## src/rtl/trivium_ctrl_if.sv

```systemverilog
// Byte-stream handshake bundle between the host side and trivium_ctrl.
// The host (master) offers plaintext and accepts ciphertext. The controller
// (slave) meters both directions with valid/ready.
interface trivium_ctrl_if;
  logic [7:0] data;
  logic       strob_data;
  logic       data_rdy;
  logic [7:0] stream;
  logic       stream_vld;
  logic       stream_rdy;

  modport master (
    output data, strob_data, stream_rdy,
    input  data_rdy, stream, stream_vld
  );

  modport slave (
    input  data, strob_data, stream_rdy,
    output data_rdy, stream, stream_vld
  );
endinterface

```

## src/rtl/trivium_ctrl.sv

```systemverilog
// Sequencing controller for the Trivium keystream core.
// The block does the following:
//   - collects the 80-bit key serially (MSB first);
//   - captures the IV on start;
//   - pulses the core through load and warm-up;
//   - meters byte-wide encryption (stream = data ^ core_z) with valid/ready.
// The core itself holds all cipher state; everything here is sequencing.
//
// Optional feature: define TRIVIUM_REKEY_LIMIT_EN to count encrypted bytes.
// In that build, after BYTES_PER_KEY bytes the block forces a new key via
// the REKEY state. When the macro is not defined, the byte counter and REKEY
// are absent and rekey_req stays 0.
module trivium_ctrl #(
  parameter int INIT_STEPS    = 144,
  parameter int BYTES_PER_KEY = 256
) (
  input  logic          clk,
  input  logic          rst,
  input  logic          key,
  input  logic          strob_key,
  input  logic [79:0]   iv,
  input  logic          start,
  trivium_ctrl_if.slave bus,
  output logic          core_load,
  output logic [79:0]   core_key,
  output logic [79:0]   core_iv,
  output logic          core_step,
  input  logic [7:0]    core_z,
  output logic          key_ok,
  output logic          busy,
  output logic          rekey_req,
  output logic          err
);

  localparam int STEP_W = (INIT_STEPS > 1) ? $clog2(INIT_STEPS) : 1;

  // The byte counter is 9 bits wide and INIT needs at least one step.
  // Reject any parameter set that breaks these assumptions.
  if (INIT_STEPS < 1 || BYTES_PER_KEY < 1 || BYTES_PER_KEY > 256) begin : g_bad_params
    $error("trivium_ctrl: INIT_STEPS or BYTES_PER_KEY out of range");
  end

  typedef enum logic [2:0] {
    IDLE,
    KEY_SHIFT,
    KEY_DONE,
    LOAD,
    INIT,
    READY,
    HOLD,
    REKEY
  } state_t;

  state_t              state, state_next;
  logic [6:0]          bit_cnt;
  logic [STEP_W-1:0]   step_cnt;
  logic [7:0]          stream_q;

  logic do_shift;
  logic restart_bits;
  logic key_full;
  logic capture_iv;
  logic take_data;
  logic enter_rekey;
  logic bad_input;

`ifdef TRIVIUM_REKEY_LIMIT_EN
  logic [8:0] byte_cnt;
  logic [8:0] byte_cnt_inc;
  logic       accept_byte;
  logic       clear_bytes;

  assign byte_cnt_inc = (byte_cnt == 9'(BYTES_PER_KEY)) ? byte_cnt : byte_cnt + 9'd1;
  assign accept_byte  = (state == HOLD) && bus.stream_rdy;
  assign clear_bytes  = (state == REKEY) && strob_key;
`endif

  assign bus.stream = stream_q;

  // State register; reset drops straight back to IDLE from anywhere.
  always_ff @(posedge clk or negedge rst) begin
    if (!rst) state <= IDLE;
    else      state <= state_next;
  end

  // Next-state decode, per-cycle action strobes and the Moore/Mealy outputs.
  // A protocol violation only ignores the offending input; the other inputs
  // in the same cycle are still honoured.
  always_comb begin
    state_next     = state;
    do_shift       = 1'b0;
    restart_bits   = 1'b0;
    key_full       = 1'b0;
    capture_iv     = 1'b0;
    take_data      = 1'b0;
    enter_rekey    = 1'b0;
    bad_input      = 1'b0;
    core_load      = 1'b0;
    core_step      = 1'b0;
    busy           = 1'b0;
    rekey_req      = 1'b0;
    bus.data_rdy   = 1'b0;
    bus.stream_vld = 1'b0;

    if (start && state != KEY_DONE)       bad_input = 1'b1;
    if (bus.strob_data && state != READY) bad_input = 1'b1;

    case (state)
      IDLE, REKEY: begin
        rekey_req = (state == REKEY);
        if (strob_key) begin
          do_shift     = 1'b1;
          restart_bits = 1'b1;
          state_next   = KEY_SHIFT;
        end
      end
      KEY_SHIFT: begin
        if (strob_key) begin
          do_shift = 1'b1;
          if (bit_cnt == 7'd79) begin
            key_full   = 1'b1;
            state_next = KEY_DONE;
          end
        end
      end
      KEY_DONE: begin
        if (strob_key) bad_input = 1'b1;
        if (start) begin
          capture_iv = 1'b1;
          state_next = LOAD;
        end
      end
      LOAD: begin
        core_load  = 1'b1;
        busy       = 1'b1;
        if (strob_key) bad_input = 1'b1;
        state_next = INIT;
      end
      INIT: begin
        core_step = 1'b1;
        busy      = 1'b1;
        if (strob_key) bad_input = 1'b1;
        if (step_cnt == STEP_W'(INIT_STEPS - 1)) state_next = READY;
      end
      READY: begin
        bus.data_rdy = 1'b1;
        if (strob_key) bad_input = 1'b1;
        if (bus.strob_data) begin
          take_data  = 1'b1;
          core_step  = 1'b1;
          state_next = HOLD;
        end
      end
      HOLD: begin
        bus.stream_vld = 1'b1;
        if (strob_key) bad_input = 1'b1;
        if (bus.stream_rdy) begin
`ifdef TRIVIUM_REKEY_LIMIT_EN
          if (byte_cnt_inc == 9'(BYTES_PER_KEY)) begin
            enter_rekey = 1'b1;
            state_next  = REKEY;
          end else begin
            state_next  = READY;
          end
`else
          state_next = READY;
`endif
        end
      end
      default: state_next = IDLE;
    endcase
  end

  // Key/IV registers, counters, the held ciphertext byte and the sticky error.
  always_ff @(posedge clk or negedge rst) begin
    if (!rst) begin
      core_key <= '0;
      core_iv  <= '0;
      bit_cnt  <= '0;
      step_cnt <= '0;
      stream_q <= '0;
      key_ok   <= 1'b0;
      err      <= 1'b0;
    end else begin
      if (do_shift) core_key <= {core_key[78:0], key};

      if (restart_bits)  bit_cnt <= 7'd1;
      else if (do_shift) bit_cnt <= bit_cnt + 7'd1;

      if (key_full)         key_ok <= 1'b1;
      else if (enter_rekey) key_ok <= 1'b0;

      if (capture_iv) core_iv <= iv;

      if (core_load)          step_cnt <= '0;
      else if (state == INIT) step_cnt <= step_cnt + STEP_W'(1);

      if (take_data) stream_q <= bus.data ^ core_z;

      if (bad_input) err <= 1'b1;
    end
  end

`ifdef TRIVIUM_REKEY_LIMIT_EN
  // Bytes encrypted under the current key; a fresh key restarts the count.
  always_ff @(posedge clk or negedge rst) begin
    if (!rst)             byte_cnt <= '0;
    else if (clear_bytes) byte_cnt <= '0;
    else if (accept_byte) byte_cnt <= byte_cnt_inc;
  end
`endif

endmodule

```

## src/flat_wrapper.sv

```systemverilog
// flat-port wrapper written by rule: the top's interface ports become plain ports
module trivium_ctrl_flat 
#(
  parameter int INIT_STEPS    = 144,
  parameter int BYTES_PER_KEY = 256
)
  (clk, rst, key, strob_key, iv, start, core_load, core_key, core_iv, core_step, core_z, key_ok, busy, rekey_req, err, bus_data, bus_strob_data, bus_stream_rdy, bus_data_rdy, bus_stream, bus_stream_vld);
  trivium_ctrl_if bus_i ();
  input  logic clk;
  input  logic rst;
  input  logic key;
  input  logic strob_key;
  input  logic [79:0] iv;
  input  logic start;
  output logic core_load;
  output logic [79:0] core_key;
  output logic [79:0] core_iv;
  output logic core_step;
  input  logic [7:0] core_z;
  output logic key_ok;
  output logic busy;
  output logic rekey_req;
  output logic err;
  input wire logic [$bits(bus_i.data)-1:0] bus_data;
  input wire logic [$bits(bus_i.strob_data)-1:0] bus_strob_data;
  input wire logic [$bits(bus_i.stream_rdy)-1:0] bus_stream_rdy;
  output wire logic [$bits(bus_i.data_rdy)-1:0] bus_data_rdy;
  output wire logic [$bits(bus_i.stream)-1:0] bus_stream;
  output wire logic [$bits(bus_i.stream_vld)-1:0] bus_stream_vld;
  assign bus_i.data = bus_data;
  assign bus_i.strob_data = bus_strob_data;
  assign bus_i.stream_rdy = bus_stream_rdy;
  assign bus_data_rdy = bus_i.data_rdy;
  assign bus_stream = bus_i.stream;
  assign bus_stream_vld = bus_i.stream_vld;
  trivium_ctrl #(.INIT_STEPS(INIT_STEPS), .BYTES_PER_KEY(BYTES_PER_KEY)) u_core (.clk(clk), .rst(rst), .key(key), .strob_key(strob_key), .iv(iv), .start(start), .bus(bus_i), .core_load(core_load), .core_key(core_key), .core_iv(core_iv), .core_step(core_step), .core_z(core_z), .key_ok(key_ok), .busy(busy), .rekey_req(rekey_req), .err(err));
endmodule
```

## config.mk

```make
export PLATFORM = sky130hd
export DESIGN_NAME = trivium_ctrl_flat
export DESIGN_NICKNAME = d
export VERILOG_FILES = /design/src/rtl/trivium_ctrl_if.sv /design/src/rtl/trivium_ctrl.sv /design/src/flat_wrapper.sv
export SDC_FILE = /design/constraint.sdc
export NUM_CORES = 1
export LEC_CHECK = 0
export ABC_AREA = 0
export CAP_MARGIN = 20
export CORE_AREA = 2 2 119 145
export CTS_BUF_LIST = sky130_fd_sc_hd__clkbuf_4 sky130_fd_sc_hd__clkbuf_8
export CTS_CLUSTER_DIAMETER = 30
export CTS_CLUSTER_SIZE = 30
export DETAILED_ROUTE_END_ITERATION = 10
export DIE_AREA = 0 0 121 147
export PLACE_DENSITY = 0.82
export SYNTH_ARGS = -nofsm -noshare
export SYNTH_HDL_FRONTEND = slang
export SYNTH_SLANG_ARGS = --single-unit
```

## constraint.sdc

```tcl
create_clock -name clk -period 2 [get_ports clk]
set_input_delay 0.4 -clock clk [delete_from_list [all_inputs] [get_ports clk]]
set_output_delay 0.4 -clock clk [all_outputs]
set_load 0.05 [all_outputs]
```

# Yosys cells after proc, flatten, opt, wreduce, memory -nomap -nowiden
# Index checks and enable logic that the tools add are counted.
[op_classes]
add_sub_neg = 2
eq_ne = 18
n_mux = 32
bitwise_logic = 1
n_reduce_logical = 10
[op_table]
columns = ["operator", "count"]
rows = [
  ["3-bit two-way mux", 7],
  ["3-bit case mux with 7 select lines", 1],
  ["1-bit two-way mux", 19],
  ["8-bit two-way mux", 2],
  ["7-bit two-way mux", 2],
  ["3-bit equality test (second input constant)", 4],
  ["2-bit != test (second input constant)", 5],
  ["8-bit by 1-bit adder with 8-bit output (second input constant)", 1],
  ["8-bit equality test (second input constant)", 1],
  ["8-bit XOR", 1],
  ["7-bit by 1-bit adder with 7-bit output (second input constant)", 1],
  ["7-bit equality test (second input constant)", 1],
  ["7-bit AND reduction", 1],
  ["3-bit by 2-bit equality test with 1-bit output (second input constant)", 2],
  ["5-bit OR reduction", 1],
  ["2-bit by 1-bit != test with 1-bit output (second input constant)", 2],
  ["2-bit nonzero test", 2],
  ["2-bit OR reduction", 2],
  ["3-bit by 1-bit equality test with 1-bit output (second input constant)", 1],
  ["3-bit logical NOT", 1],
  ["3-bit by 2-bit != test with 1-bit output (second input constant)", 1],
  ["3-bit != test (second input constant)", 1],
  ["3-bit OR reduction", 1],
  ["1-bit logical AND", 2],
  ["1-bit case mux with 2 select lines", 1],
]
[word_totals]
ff_bits = 188
input_bits = 103
output_inout_bits = 176
word_cells = 71

# Logic depth before layout (Yosys ltp)
[logic_depth]
depth_word = 6
ltp_mapped = 7
ltp_nobuf = 5

# Worst setup path after synthesis
# OpenSTA, ideal clock, no wires.
[synth_path]
kind = "flip-flop to output port"
startpoint = "register u_core.state[1]"
endpoint = "output port core_step"
t_arrival_ps = 2044
t_required_ps = 1600
setup_slack_ps = -444
path_stages_with_launch = 7
n_path_buf = 3
path_cell_list = "dfrtp_1 > buf_2 > and3b_1 > clkbuf_1 > nand2_1 > clkbuf_1 > nand2_1"
[synth_between]
elab_chain_len = 2
elab_cells_between_ends = 3
classes_between = "eq/ne: 2; mux: 1"
[synth_rtl]
columns = ["element", "line_no", "source"]
rows = [
  ["start, declared", "trivium_ctrl.sv:54", "state_t state, state_next;"],
  ["start signal, assigned", "trivium_ctrl.sv:83", "else state <= state_next;"],
  ["3-bit equality test", "trivium_ctrl.sv:108", "case (state)"],
  ["1-bit case mux with 2 select lines *", "trivium_ctrl.sv:108", ""],
  ["end, declared", "flat_wrapper.sv:18", "output logic core_step;"],
]
# Mark *: on every way between the ends. The rest lies on a longest branch, timed or not.

# Final worst setup path
[layout_path]
startpoint = "register u_core.state[0]"
endpoint = "output port bus_data_rdy"
[layout_between]
elab_chain_len = 2
[layout_rtl]
columns = ["element", "line_no", "source"]
rows = [
  ["3-bit equality test", "trivium_ctrl.sv:108", ""],
  ["1-bit two-way mux", "trivium_ctrl.sv:108", ""],
  ["end, declared", "flat_wrapper.sv:27", "output wire logic [$bits(bus_i.data_rdy)-1:0] bus_data_rdy;"],
]
# Every way passes these cells.

==> results by group <==
Outcome
  • Outcome: complete, no violations

CTS
  • CTS clk-pin slew, worst paths: 0.10 ns
  • CTS Buffer Depth: 2
  • Worst-Skew Late Latency: 0.45 ns
  • CTS buffer count: 17
  • H-tree levels: 4
  • CTS root buf: clkbuf_8
  • CTS tree: yes
  • Num Clock Sinks: about 190

GRT
  • Antenna violations before repair: 0
  • Vias in the first global route: 5,589
  • Total GRT Usage: between 20% and 30%
  • Largest net degree at the start of global routing: 55
  • Total global routing overflow: 0
  • First-pass GRT wire length: 29,250 um

STA
  • Slew Limit Headroom: 62.39%
  • Final hold violations: 0
  • RSZ-0062 raised after global routing: yes
  • Final setup fails: 0
  • Worst Max-Slew Pin Slew: 0.5665 ns
  • Skew final: 0.008389 ns
  • FMAX: 0.5004 GHz
  • Crit share post-route: 99.92%
  • Max-slew violations: 0
  • Shortest clock period the worst path allows after layout: 1.998 ns

Worst hold path
  • Hold Crit Class: in2async

Placed design
  • Port bufs: 278
  • DP Area: 0.01068 sq mm
  • GP Congestion: 0.8132
  • Hpwl dp: roughly 14,000 um

Cells and area
  • Multi-input gate area: 0.002599 sq mm
  • Layout cells sized above 1: 31.59%
  • ANT cells: 0
  • Nets: ~900
  • Area Overhead vs Synth: 48.64%
  • Register area: around 0.0047 sq mm
  • Fin area: ~0.011 sq mm
  • Fill cells: about 1,300

Routing
  • Final Routed Wirelength: about 19,000 um
  • Total number of vias: just over 5,000
  • Vias per cell: 5.001
  • Wirelength per Cell: 17.92 um
  • Initial DRC count: 227
  • Post-route DRC: 0
  • Initial DRT Pass Iterations: 4
  • Post-route ant nets: 0

Logic synthesis
  • Register bit total from synthesis: 188
  • Post-Synthesis Cells: 498
  • Syn avg cell area: 14.91 sq um
  • Syn Std Cell Area: roughly 0.0074 sq mm
  • EDFF count, synth: 0
  • Cell variety after synth: 40
  • Synth Warn #: 0
  • Fraction of registers with async set/reset: 100.0%
  • Syn Nets: 603
  • Sequential area share after synthesis: between 60% and 70%
  • Ys flop type: dfrtp_1

Worst setup path
  • CP startpoint kind: flop
  • Crit path DAT: 1.60 ns
  • Slowest cell delay on critical path: between 0.4 and 0.5 ns
  • Critical-path cell list: buf_6 > and3b_2 > buf_4 > buf_12
  • Worst Setup Path Type: reg2out
  • CP Max Fanout: 9
  • Worst path required time: ~1.6 ns
  • Endpoint class of the critical path: output pin
  • Crit-path slowest cell: dfrtp_2

Floorplan
  • Core box area: roughly 0.016 sq mm
  • # rows: 52
  • Die area: 0.01779 sq mm
  • Ports: approximately 280
  • Die height: 147 um
  • Die Wd: roughly 120 um
  • Initial Util: a little under half

Flow run
  • Max Cap Viol: 0

Power and ir drop
  • Lkg Pwr: 5.724 nW
  • Tot Pwr: approximately 15 mW
  • Peak supply drop: around 0.82 mV
  • Power per cell area: around 1400 mW/mm^2
[worst max-delay path, delay by kind of cell, from the launching register on]
family,cells,cell delay [ns]
DFF,1,0.45
and+or+nand+nor,1,0.26
buffers and inverters,3,0.44
[flip-flops by register name, summed over array words and instances, names as in the netlist]
register,cells
u_core.bit_cnt,7
u_core.state,3
u_core.bus.stream,8
u_core.core_iv,80
u_core.core_key,80
u_core.step_cnt,8
u_core.key_ok,1
u_core.err,1
[synthesized netlist by cell type, types with 2 or more instances]
| library cell | n | area [sq um] |
|---|---|---|
| a21oi_1 | 5 | 25.02 |
| a22o_1 | 2 | 17.52 |
| and3_1 | 6 | 37.54 |
| and3b_1 | 2 | 17.52 |
| buf_2 | 14 | 70.07 |
| buf_4 | 8 | 60.06 |
| clkbuf_1 | 5 | 18.77 |
| dfrtp_1 | 188 | 4705 |
| ha_1 | 2 | 25.02 |
| inv_1 | 4 | 15.01 |
| mux2_1 | 13 | 146.4 |
| mux2_2 | 149 | 1678 |
| nand2_1 | 22 | 82.58 |
| nand3_1 | 2 | 10.01 |
| nor2_1 | 13 | 48.80 |
| nor2b_1 | 2 | 12.51 |
| nor3_1 | 2 | 10.01 |
| nor3b_1 | 2 | 15.01 |
| o211ai_1 | 4 | 30.03 |
| o21ai_0 | 21 | 105.1 |
| or4_1 | 2 | 15.01 |
| xnor2_1 | 9 | 78.83 |
| xor2_1 | 4 | 35.03 |
[metrics by stage]
| step | hold slack [ns] | setup TNS, ns | instances | setup slack (ns) | utilization [%] |
|---|---|---|---|---|---|
| final | 0.4808 | 0 | 1036 | 0.001611 | 67.03 |
| after global routing | 0.4815 | -0.2385 | 1036 | -0.07104 | 67.03 |
| after CTS | 0.4722 | -0.1143 | 1036 | -0.09839 | 66.87 |
| after detailed placement | 0.3989 | -8.131 | 994 | -0.09927 | 64.88 |
| after global placement | 0.3919 | -4.580 | 994 | -0.07711 | 64.88 |
| after floorplan | 0.1044 | 0 | 498 | 0.01987 | - |
[path summary, 6_finish.rpt]
kind,start,to,slack [ns],depth (start not counted)
worst max-delay path,u_core.state[0],bus_data_rdy,0.002,4
worst min-delay path,rst,u_core.core_iv[41],0.48,2
worst max register to register,u_core.state[1],u_core.core_key[68],0.08,6
worst min register to register,u_core.bus.stream[3],u_core.bus.stream[3],0.49,2
max in group asynchronous,rst,u_core.core_iv[27],0.88,3
min in group clk,u_core.bus.stream[3],u_core.bus.stream[3],0.49,2
[final cells by class]
type	instances	share of cell area (%)
Clock buffer	19	2.313
Clock inverter	13	1.429
Inverter	4	0.1361
Multi-Input combinational cell	279	23.55
Sequential cell	188	42.67
Tap cell	216	2.449
Timing Repair Buffer	317	27.45
[cells by family after synthesis]
group / after synthesis / synth area share (%)
flops: 188 / 63.37
simple gates: 62 / 4.585
fa+ha+maj: 2 / 0.3370
xor+xnor: 13 / 1.534
mux: 163 / 24.71
compound gates: 39 / 3.253
buf+inv: 31 / 2.208
[cell usage in the layout, fill, tap and decap left out, types with 12 or more instances in the layout]
master and count:
buf_12 15, buf_4 43, clkbuf_8 18, clkdlybuf4s50_1 101
dfrtp_1 185, dlygate4sd2_1 153, mux2_1 13, mux2_2 149
nand2_1 20, nor2_1 12, o21ai_0 21
[what timing repair did]
item | CTS | global route
buffers inserted | 9 | 3
endpoints found under the hold margin | 49 | 0
hold buffers | 1 | 0
setup endpoints to repair | 159 | 4
pin swaps | 2 | 4
gates resized for setup | 164 | 8
[power by group]
| group | switching (mW) | internal (mW) |
|---|---|---|
| Combinational | 4.77 | 2.49 |
| Clock | 1.39 | 1.20 |
| Sequential | 0.516 | 4.73 |
| Total | 6.67 | 8.41 |
[routing by layer]
| metal | routed length, um | track usage, % | share of wire, % | vias to the layer above |
|---|---|---|---|---|
| met5 | 0 | 0 | 0 | - |
| met4 | 718 | 9.942 | 3.9 | 0 |
| met3 | 1487 | 7.453 | 8.0 | 47 |
| met2 | 9625 | 36.49 | 52 | 211 |
| met1 | 6734 | 23.35 | 36 | 2564 |
| li1 | - | - | - | 2359 |
Power figures use the tool's default switching activity.
